--- src/rtl/dram_cmd_scheduler.sv ---
// DRAM command scheduler: turns single L2 read/write requests into
// PRE/ACT/RW command sequences under an open-page policy. It also
// interleaves refresh as a PRE-all/REF pair between requests.
module dram_cmd_scheduler #(
    parameter  int NUM_OF_BANKS = 8,
    parameter  int ROW_W        = 7,
    parameter  int COL_W        = 3,
    localparam int BANK_W       = (NUM_OF_BANKS > 1) ? $clog2(NUM_OF_BANKS) : 1
) (
    input  logic              clk,
    input  logic              rst_b,
    input  logic              req_val,
    output logic              req_rdy,
    input  logic              req_rw,
    input  logic [BANK_W-1:0] req_bank,
    input  logic [ROW_W-1:0]  req_row,
    input  logic [COL_W-1:0]  req_col,
    input  logic              refresh_req,
    output logic              refresh_ack,
    output logic              cmd_req,
    input  logic              cmd_ack,
    output logic [1:0]        cmd,
    output logic [BANK_W-1:0] cmd_bank,
    output logic [ROW_W-1:0]  cmd_row,
    output logic [COL_W-1:0]  cmd_col,
    output logic              cmd_rw,
    output logic              cmd_all
);

    localparam logic [2:0] S_IDLE = 3'd0;
    localparam logic [2:0] S_PRE  = 3'd1;
    localparam logic [2:0] S_ACT  = 3'd2;
    localparam logic [2:0] S_RW   = 3'd3;
    localparam logic [2:0] S_PREA = 3'd4;
    localparam logic [2:0] S_REF  = 3'd5;

    localparam logic [1:0] C_PRE = 2'b00;
    localparam logic [1:0] C_ACT = 2'b01;
    localparam logic [1:0] C_RW  = 2'b10;
    localparam logic [1:0] C_REF = 2'b11;

    logic [2:0]              r_state;
    logic [2:0]              w_state_nxt;
    logic                    r_rw;
    logic [BANK_W-1:0]       r_bank;
    logic [ROW_W-1:0]        r_row;
    logic [COL_W-1:0]        r_col;
    logic [NUM_OF_BANKS-1:0] r_open;
    logic [ROW_W-1:0]        r_open_row [NUM_OF_BANKS];
    logic                    r_ref_pend;
    logic                    r_refresh_ack;
    logic                    w_refresh;
    logic                    w_accept;
    logic                    w_ack;

    // A raw refresh_req counts as pending in the same cycle, so refresh beats req_val.
    assign w_refresh   = r_ref_pend | refresh_req;
    assign req_rdy     = (r_state == S_IDLE) & ~w_refresh;
    assign w_accept    = req_val & req_rdy;
    // Every non-idle state issues a command, so cmd_req follows directly from the state.
    assign cmd_req     = (r_state != S_IDLE);
    assign w_ack       = cmd_req & cmd_ack;
    assign refresh_ack = r_refresh_ack;

    // Next-state selection: page hit/miss/closed on accept, refresh sequencing, ack-driven advance
    always_comb begin
        // NOTE: default first so every path assigns and no latch is inferred.
        w_state_nxt = r_state;
        case (r_state)
            S_IDLE: begin
                if (w_refresh) begin
                    w_state_nxt = (|r_open) ? S_PREA : S_REF;
                end else if (req_val) begin
                    if (!r_open[req_bank])                       w_state_nxt = S_ACT;
                    else if (r_open_row[req_bank] == req_row)    w_state_nxt = S_RW;
                    else                                         w_state_nxt = S_PRE;
                end
            end
            S_PRE:   if (w_ack) w_state_nxt = S_ACT;
            S_ACT:   if (w_ack) w_state_nxt = S_RW;
            S_RW:    if (w_ack) w_state_nxt = S_IDLE;
            S_PREA:  if (w_ack) w_state_nxt = S_REF;
            S_REF:   if (w_ack) w_state_nxt = S_IDLE;
            default: w_state_nxt = S_IDLE;
        endcase
    end

    // State, request latch, open-bank flags and refresh bookkeeping
    always_ff @(posedge clk or negedge rst_b) begin
        // NOTE: sequential state uses non-blocking assignments only, so every read sees pre-edge values.
        if (!rst_b) begin
            r_state       <= S_IDLE;
            r_rw          <= 1'b0;
            r_bank        <= '0;
            r_row         <= '0;
            r_col         <= '0;
            r_open        <= '0;
            r_ref_pend    <= 1'b0;
            r_refresh_ack <= 1'b0;
        end else begin
            r_state <= w_state_nxt;
            if (w_accept) begin
                r_rw   <= req_rw;
                r_bank <= req_bank;
                r_row  <= req_row;
                r_col  <= req_col;
            end
            if (w_ack) begin
                case (r_state)
                    S_PRE:   r_open[r_bank] <= 1'b0;
                    S_ACT:   r_open[r_bank] <= 1'b1;
                    S_PREA:  r_open         <= '0;
                    default: ;
                endcase
            end
            // A new refresh request on the REF-ack edge wins, leaving another refresh pending.
            if (refresh_req)                          r_ref_pend <= 1'b1;
            else if (w_ack && (r_state == S_REF))     r_ref_pend <= 1'b0;
            r_refresh_ack <= w_ack && (r_state == S_REF);
        end
    end

    // Open-row store, written when an ACT is accepted
    always_ff @(posedge clk) begin
        // NOTE: row storage is not reset; it is only meaningful while the bank's open flag is set.
        if (w_ack && (r_state == S_ACT)) r_open_row[r_bank] <= r_row;
    end

    // Command fields decoded from state; fields unused by a command stay zero
    always_comb begin
        cmd      = C_PRE;
        cmd_bank = '0;
        cmd_row  = '0;
        cmd_col  = '0;
        cmd_rw   = 1'b0;
        cmd_all  = 1'b0;
        case (r_state)
            S_PRE: begin
                cmd      = C_PRE;
                cmd_bank = r_bank;
            end
            S_ACT: begin
                cmd      = C_ACT;
                cmd_bank = r_bank;
                cmd_row  = r_row;
            end
            S_RW: begin
                cmd      = C_RW;
                cmd_bank = r_bank;
                cmd_col  = r_col;
                cmd_rw   = r_rw;
            end
            S_PREA: begin
                cmd      = C_PRE;
                cmd_all  = 1'b1;
            end
            S_REF:   cmd = C_REF;
            default: ;
        endcase
    end

endmodule

--- config.mk ---
export PLATFORM = sky130hd
export DESIGN_NAME = dram_cmd_scheduler
export DESIGN_NICKNAME = d
export VERILOG_FILES = /design/src/rtl/dram_cmd_scheduler.sv
export SDC_FILE = /design/constraint.sdc
export NUM_CORES = 1
export LEC_CHECK = 0
export ABC_AREA = 0
export CORE_ASPECT_RATIO = 1.1
export CORE_MARGIN = 2
export CORE_UTILIZATION = 50
export DETAILED_ROUTE_END_ITERATION = 8
export PLACE_DENSITY = 0.84
export SLEW_MARGIN = 20
export SYNTH_ARGS = -nofsm -noshare
export SYNTH_HDL_FRONTEND = slang
export SYNTH_SLANG_ARGS = --single-unit
--- constraint.sdc ---
create_clock -name clk -period 5.7 [get_ports clk]
set_clock_uncertainty 0.15 [all_clocks]
set_input_delay 0.855 -clock clk [delete_from_list [all_inputs] [get_ports clk]]
set_output_delay 0.855 -clock clk [all_outputs]
set_load 0.05 [all_outputs]
==> summary.md, run 1 <==
| Metric | Value |
|---|---|
| Worst-case clock buffer depth | `2` |
| FF-to-FF path depth | `3` |
| Vias | `2406` |
| Final period util | `0.6622` |
| Most common cell in the netlist | `edfxtp_1` |
| Num CTS Buffers | `9` |
| Min Tclk post-route | `3.775 ns` |
| LEAKAGE | `~1.6 nW` |
| Fmax | `264.9 MHz` |
| Fraction of registers with async set/reset | `0.3253` |
| Clock Sinks | `83` |
| Yosys warns | `0` |
| Critical path's top delay family | `simple AND/OR/NAND/NOR gates` |
| Endpoints failing setup | `0` |
| Crit. End Element | `primary output` |
| Rel. slew slack | `0.3946` |
| Number of DRC markers in iteration 0 | `between 200 and 250` |
| CP Data Arrival Time | `between 2 and 3 ns` |
| Maximum number of pins on one net before global-route repair | `28` |
| Detailed Place HPWL | `5272 µm` |
| Ys flop type | `edfxtp_1` |
| Crit-path slowest cell | `clkdlybuf4s50_1` |
| Die width | `slightly below 90 µm` |
| Ant. Diodes | `0` |
| Final #Nets | `between 300 and 400` |
| Synthesis-to-finish area growth | `16.63%` |
| Initial antenna violation count | `0` |
| Worst slew pin tran | `0.9048 ns` |
| Reg2Reg Capture Point | `r_open_row[5][3]` |
| Critical path depth in cells | `3` |
| Post-synthesis sequential area ratio | `0.6280` |
| #FFs+latches synth | `83` |
| Synth cell count leaders | `edfxtp_1, dfrtp_1, nor2_1` |
| GR Util All Layers | `0.2043` |
| Yosys top cell by area | `edfxtp_1` |
| Launch point of the worst reg-to-reg path | `r_state[2]` |
| Crit path launch type | `flip-flop` |
| Routed Antenna Nets | `0` |
| Hold endpoint | `r_col[2]` |
| I/O Pins | `39` |
| Worst EP required | `4.70 ns` |
| GR Overflow Total | `0` |
| Max-slew violation count | `0` |
| Critical-path maximum fanout | `23` |
| Hold Crit Class | `reg2reg` |
| Post-Synthesis Cells | `271` |
| TNS Setup | `0 ns` |
| Die height | `between 90 and 100 µm` |
| Worst path bufs/invs | `1` |
| Number of global-route vias before repair | `2381` |
| Avg Cell Area, Syn | `roughly 14 µm²` |
| Max Cap Viol | `0` |
| Clk slew on worst S/H paths | `0.08 ns` |
| Run status | `completed` |
| Root Buffer | `clkbuf_8` |
| Kind of critical path | `reg2out` |
| Routability congestion estimate | `roughly 0.85` |
| RSZ-0062 raised after global routing | `no` |
| Pre-CTS setup slack | `1.996 ns` |
| Initial Util | `0.5107` |
| Post-synth cell types | `43` |
| # Post-CTS Setup Buffers | `0` |
| Final Hold Vio Count | `0` |
| Global-route wire length before repair | `12210 µm` |
| Setup slack, reg-to-reg | `2.60 ns` |
| # rows | `33` |
| H-tree depth | `3` |
| Buffers on Ports | `38` |
| Pre-antenna DRT Iters | `4` |
| Final WL | `7846 µm` |
| Synthesized net count | `290` |
| CORE AREA | `7350 µm²` |
| Mapped Area | `between 3000 and 4000 µm²` |
| Peak VDD IR | `341.3 µV` |
| Clock Latency Late Sink | `approximately 0.35 ns` |
| Final setup margin | `1.925 ns` |
| DR vias/cell | `6.015` |
| CTS tree | `built` |
| Slowest stage delay, CP | `between 0.8 and 0.9 ns` |
| Yosys top cell area share | `0.4480` |
| Die area | `8217 µm²` |
| Crit-path cells | `nor2_1 -> and3_1 -> clkdlybuf4s50_1` |
| Hold Crit Depth | `1` |
| Share of layout cells above drive strength 1 | `0.1374` |
| PD cells | `431.4 nW/µm²` |
| Post-synth EDFFs | `56` |
| Hold-fix buffers, CTS | `0` |
| Top area cells in the synthesized netlist | `edfxtp_1, dfrtp_1, mux4_2` |
| DRC errors left | `0` |
| Hold_sp | `r_col[2]` |
| Resize count post-CTS | `0` |
| Per-cell routed wire length | `19.62 µm` |
==> power by group <==
part           leakage (nW)  internal [W]  switching [W]  total [W]
combinational         0.675      0.000219       0.000288   0.000507
clock                0.0948      0.000197       0.000204   0.000401
sequential            0.855      0.000791       0.000189   0.000980
==> per-layer routing <==
layer  share of wire  global-route usage  wire (µm)
met1            0.37              0.2531       2883
met2            0.51              0.3327       4040
met3           0.094             0.04895        738
met4           0.023              0.1081        183
met5               0                   0          0
==> worst max-delay path by stage <==
stage / start / end / slack [ns]
finish: r_state[2] / cmd_row[6] / 1.93
global route: r_state[2] / cmd_row[6] / 1.84
CTS: r_state[0] / cmd_row[6] / 1.95
detailed placement: refresh_req / req_rdy / 2.00
global placement: refresh_req / req_rdy / 2.01
floorplan: r_state[2] / cmd_bank[0] / 2.72
==> cells by family (layout without fill, tap and decap cells) <==
kind of cell,after synthesis,count (layout),synth area share
AOI/OAI and AO/OA,48,48,0.08134
buffers and inverters,16,58,0.02200
DFF,83,83,0.6280
and+or+nand+nor,80,80,0.1083
muxes,39,39,0.1487
xor gates and xnor gates,5,5,0.01167
==> flip-flops by register name, indices dropped and copies added, names as in the netlist <==
signal / cells
r_col: 3
r_bank: 3
r_open: 8
r_open_row: 56
r_state: 3
r_row: 7
refresh_ack: 1
r_ref_pend: 1
r_rw: 1
==> area by class of cell <==
cell class                 instances  area (µm²)
clock inverter                     3       21.27
inverter                           1       3.754
timing repair buffer              41       402.9
tap                               87       108.9
sequential                        83        2357
clock buffer                      13       170.2
multi-input combinational        172        1314
fill                             561        2972
==> per-stage QoR <==
step	power [W]	utilization	instance area [µm²]	instances	hold slack, ns
after floorplan	0.001308	-	3754	271	0.2996
after global placement	0.001469	0.5696	4187	384	0.3391
after detailed placement	0.001496	0.5696	4187	384	0.3449
after CTS	0.001888	0.5957	4378	400	0.3625
after global routing	0.001980	0.5957	4378	400	0.3826
final	0.001889	0.5957	4378	400	0.3546
==> cell usage in the layout, fill, tap and decap left out, drive strengths merged, types with 2 or more instances in the layout <==
master / n
a21boi: 2
a21oi: 5
a22oi: 4
and2: 3
and3: 12
buf: 3
clkbuf: 13
clkdlybuf4s50: 38
clkinv: 2
dfrtp: 27
edfxtp: 56
mux2: 14
mux2i: 13
mux4: 12
nand2: 18
nand2b: 5
nand3: 2
nand3b: 2
nor2: 22
nor2b: 3
nor3: 2
nor3b: 3
nor4: 2
o21a: 7
o21ai: 22
or2: 2
or3: 2
xnor2: 2
xor2: 3
(Power assumes the default switching activity.)
==> run 2: changes to the inputs <==
Settings changed: PLACE_DENSITY 0.84 to 0.86.
Clock period 5.7 ns to 3 ns, I/O delays scaled along.
==> summary.md, run 2 (synthesized netlist as in run 1, its figures left out) <==
| Metric | Value |
|---|---|
| Run status | `completed` |
| Biggest register | `r_open_row` |
| Fmax | `362.1 MHz` |
| Kind of critical path | `reg2out` |
| Final #Nets | `342 (+4.6%)` |
| Share of layout cells above drive strength 1 | `0.2012 (+0.06384)` |
| Worst slew pin tran | `0.5506 ns (-0.3542 ns)` |
| DR vias/cell | `5.990 (-0.41%)` |
| Detailed Place HPWL | `5834 µm (+11%)` |
| Ant. Diodes | `0 (unchanged)` |
| Initial Util | `0.5107 (unchanged)` |
| Num CTS Buffers | `9 (unchanged)` |
| Final Hold Vio Count | `0 (unchanged)` |
| Number of DRC markers in iteration 0 | `186 (-9.7%)` |
| Psw | `0.001313 W (+93%)` |
| PD cells | `798.2 nW/µm² (+85%)` |
| Max reg flops | `56 (unchanged)` |
| # rows | `33 (unchanged)` |
| Comb pwr share | `0.310 (+0.041)` |
| Most frequent cells in the layout | `edfxtp_1, clkdlybuf4s50_1, dfrtp_1` |
| H-tree depth | `3 (unchanged)` |
| Crit. End Element | `primary output` |
| Total internal power | `0.002268 W (+88%)` |
| LEAKAGE | `1.721 nW (+5.9%)` |
| FF-to-FF path depth | `6 (+3)` |
| Resize count post-CTS | `0 (unchanged)` |
| Clock Sinks | `83 (unchanged)` |
| Max Cap Viol | `0 (unchanged)` |
| Vias | `2486 (+3.3%)` |
| Global-route wire length before repair | `12910 µm (+5.7%)` |
| TNS Setup | `0 ns (unchanged)` |
| GR Overflow Total | `0 (unchanged)` |
| Min Tclk post-route | `2.762 ns` |
| Critical-path maximum fanout | `16 (-30%)` |
| Die area | `8217 µm² (unchanged)` |
| Endpoints failing setup | `0 (unchanged)` |
| # Post-CTS Setup Buffers | `0 (unchanged)` |
| Core Util, Final | `0.6105 (+0.01481)` |
| Root Buffer | `clkbuf_8` |
| Worst-case clock buffer depth | `2 (unchanged)` |
| Number of global-route vias before repair | `2488 (+4.5%)` |
| Hold Crit Class | `in2async` |
| Clk slew on worst S/H paths | `0.08 ns (about the same)` |
| Maximum number of pins on one net before global-route repair | `28 (unchanged)` |
| Peak VDD IR | `624.7 µV (+83%)` |
| Routability congestion estimate | `0.8965 (+5.5%)` |
| Most common cell after layout, fill and taps aside | `edfxtp_1` |
| CORE AREA | `7350 µm² (unchanged)` |
| Die height | `94.87 µm (unchanged)` |
| CP Data Arrival Time | `2.16 ns (-0.61 ns)` |
| DRC errors left | `0 (unchanged)` |
| Max-slew violation count | `0 (unchanged)` |
| Die width | `86.61 µm (unchanged)` |
| Switching Fraction | `0.3667 (+0.006257)` |
| Crit path launch type | `flip-flop` |
| Clock share of power | `0.193 (-0.020)` |
| Buffers on Ports | `38 (unchanged)` |
| Per-cell routed wire length | `20.04 µm (+2.2%)` |
| Final WL | `8318 µm (+6.0%)` |
| GR Util All Layers | `0.2142 (+0.009846)` |
| Synthesis-to-finish area growth | `19.53%` |
| Hold-fix buffers, CTS | `0 (unchanged)` |
| Largest regs | `r_open_row: 56 flops, r_open: 8 flops, r_row: 7 flops` |
| Rel. slew slack | `0.6318 (+0.2372)` |
| Fillers | `555 (-1.1%)` |
| CTS tree | `built` |
| RSZ-0062 raised after global routing | `no` |
| Pre-antenna DRT Iters | `5 (+1)` |
| I/O Pins | `39 (unchanged)` |
| Clock Latency Late Sink | `0.35 ns (about the same)` |
| Worst EP required | `2.40 ns (-2.30 ns)` |
| Routed Antenna Nets | `0 (unchanged)` |
| Register share of total power | `0.496 (-0.023)` |
| Final period util | `0.9205` |
| Initial antenna violation count | `0 (unchanged)` |
[run 2: power groups by stage]
stage          clock (W)  combinational (W)  sequential, W
5_1_grt         0.000757            0.00120        0.00181
3_5_place_dp           0            0.00110        0.00179
4_1_cts         0.000706            0.00111        0.00177
2_1_floorplan          0           0.000817        0.00167
6_report        0.000692            0.00111        0.00178
3_3_place_gp           0            0.00107        0.00177
[run 2: worst paths after layout]
| path | from | end | slack (ns) |
|---|---|---|---|
| setup / recovery | r_state[0] | cmd[0] | 0.24 |
| hold / removal | rst_b | r_col[2] | 0.33 |
| setup reg to reg | r_state[1] | r_col[1] | 0.57 |
| hold reg to reg | r_rw | r_rw | 0.35 |
| max in group asynchronous | rst_b | r_row[2] | 2.09 |
| min in group clk | r_rw | r_rw | 0.35 |
[run 2: worst max-delay path, cell delays in order (launching register included)]
cell             delay, ns
dfrtp_1               0.47
buf_4                 0.26
nand2_1               0.10
o22ai_1               0.15
clkdlybuf4s50_1       0.82
[run 2: layout make-up]
type / instances / area [µm²] / share of cell area
multi-input cells: 172 / 1314 / 0.2928
flip-flops and latches: 83 / 2357 / 0.5254
clock buffers: 11 / 131.4 / 0.02928
repair buffers: 56 / 533.0 / 0.1188
inverters: 1 / 3.754 / 0.0008366
clock inverters: 5 / 38.79 / 0.008645
well taps: 87 / 108.9 / 0.02426
[run 2: metal layers]
layer	vias to the layer above	share of wire	track usage
li1	1127	-	-
met1	1227	0.39	0.2693
met4	0	0.016	0.07813
met5	-	0	0
met3	14	0.072	0.05157
met2	118	0.52	0.3615
[run 2: through the flow]
stage | hold slack, ns | power, W | instances | instance area [µm²] | setup slack [ns]
after floorplan | 0.004409 | 0.002485 | 271 | 3754 | 0.4253
after global placement | 0.3305 | 0.002840 | 399 | 4317 | 0.2127
after detailed placement | 0.3350 | 0.002895 | 399 | 4317 | 0.1499
after CTS | 0.3248 | 0.003588 | 415 | 4487 | 0.2217
after global routing | 0.3632 | 0.003764 | 415 | 4487 | 0.1372
final | 0.3306 | 0.003581 | 415 | 4487 | 0.2384
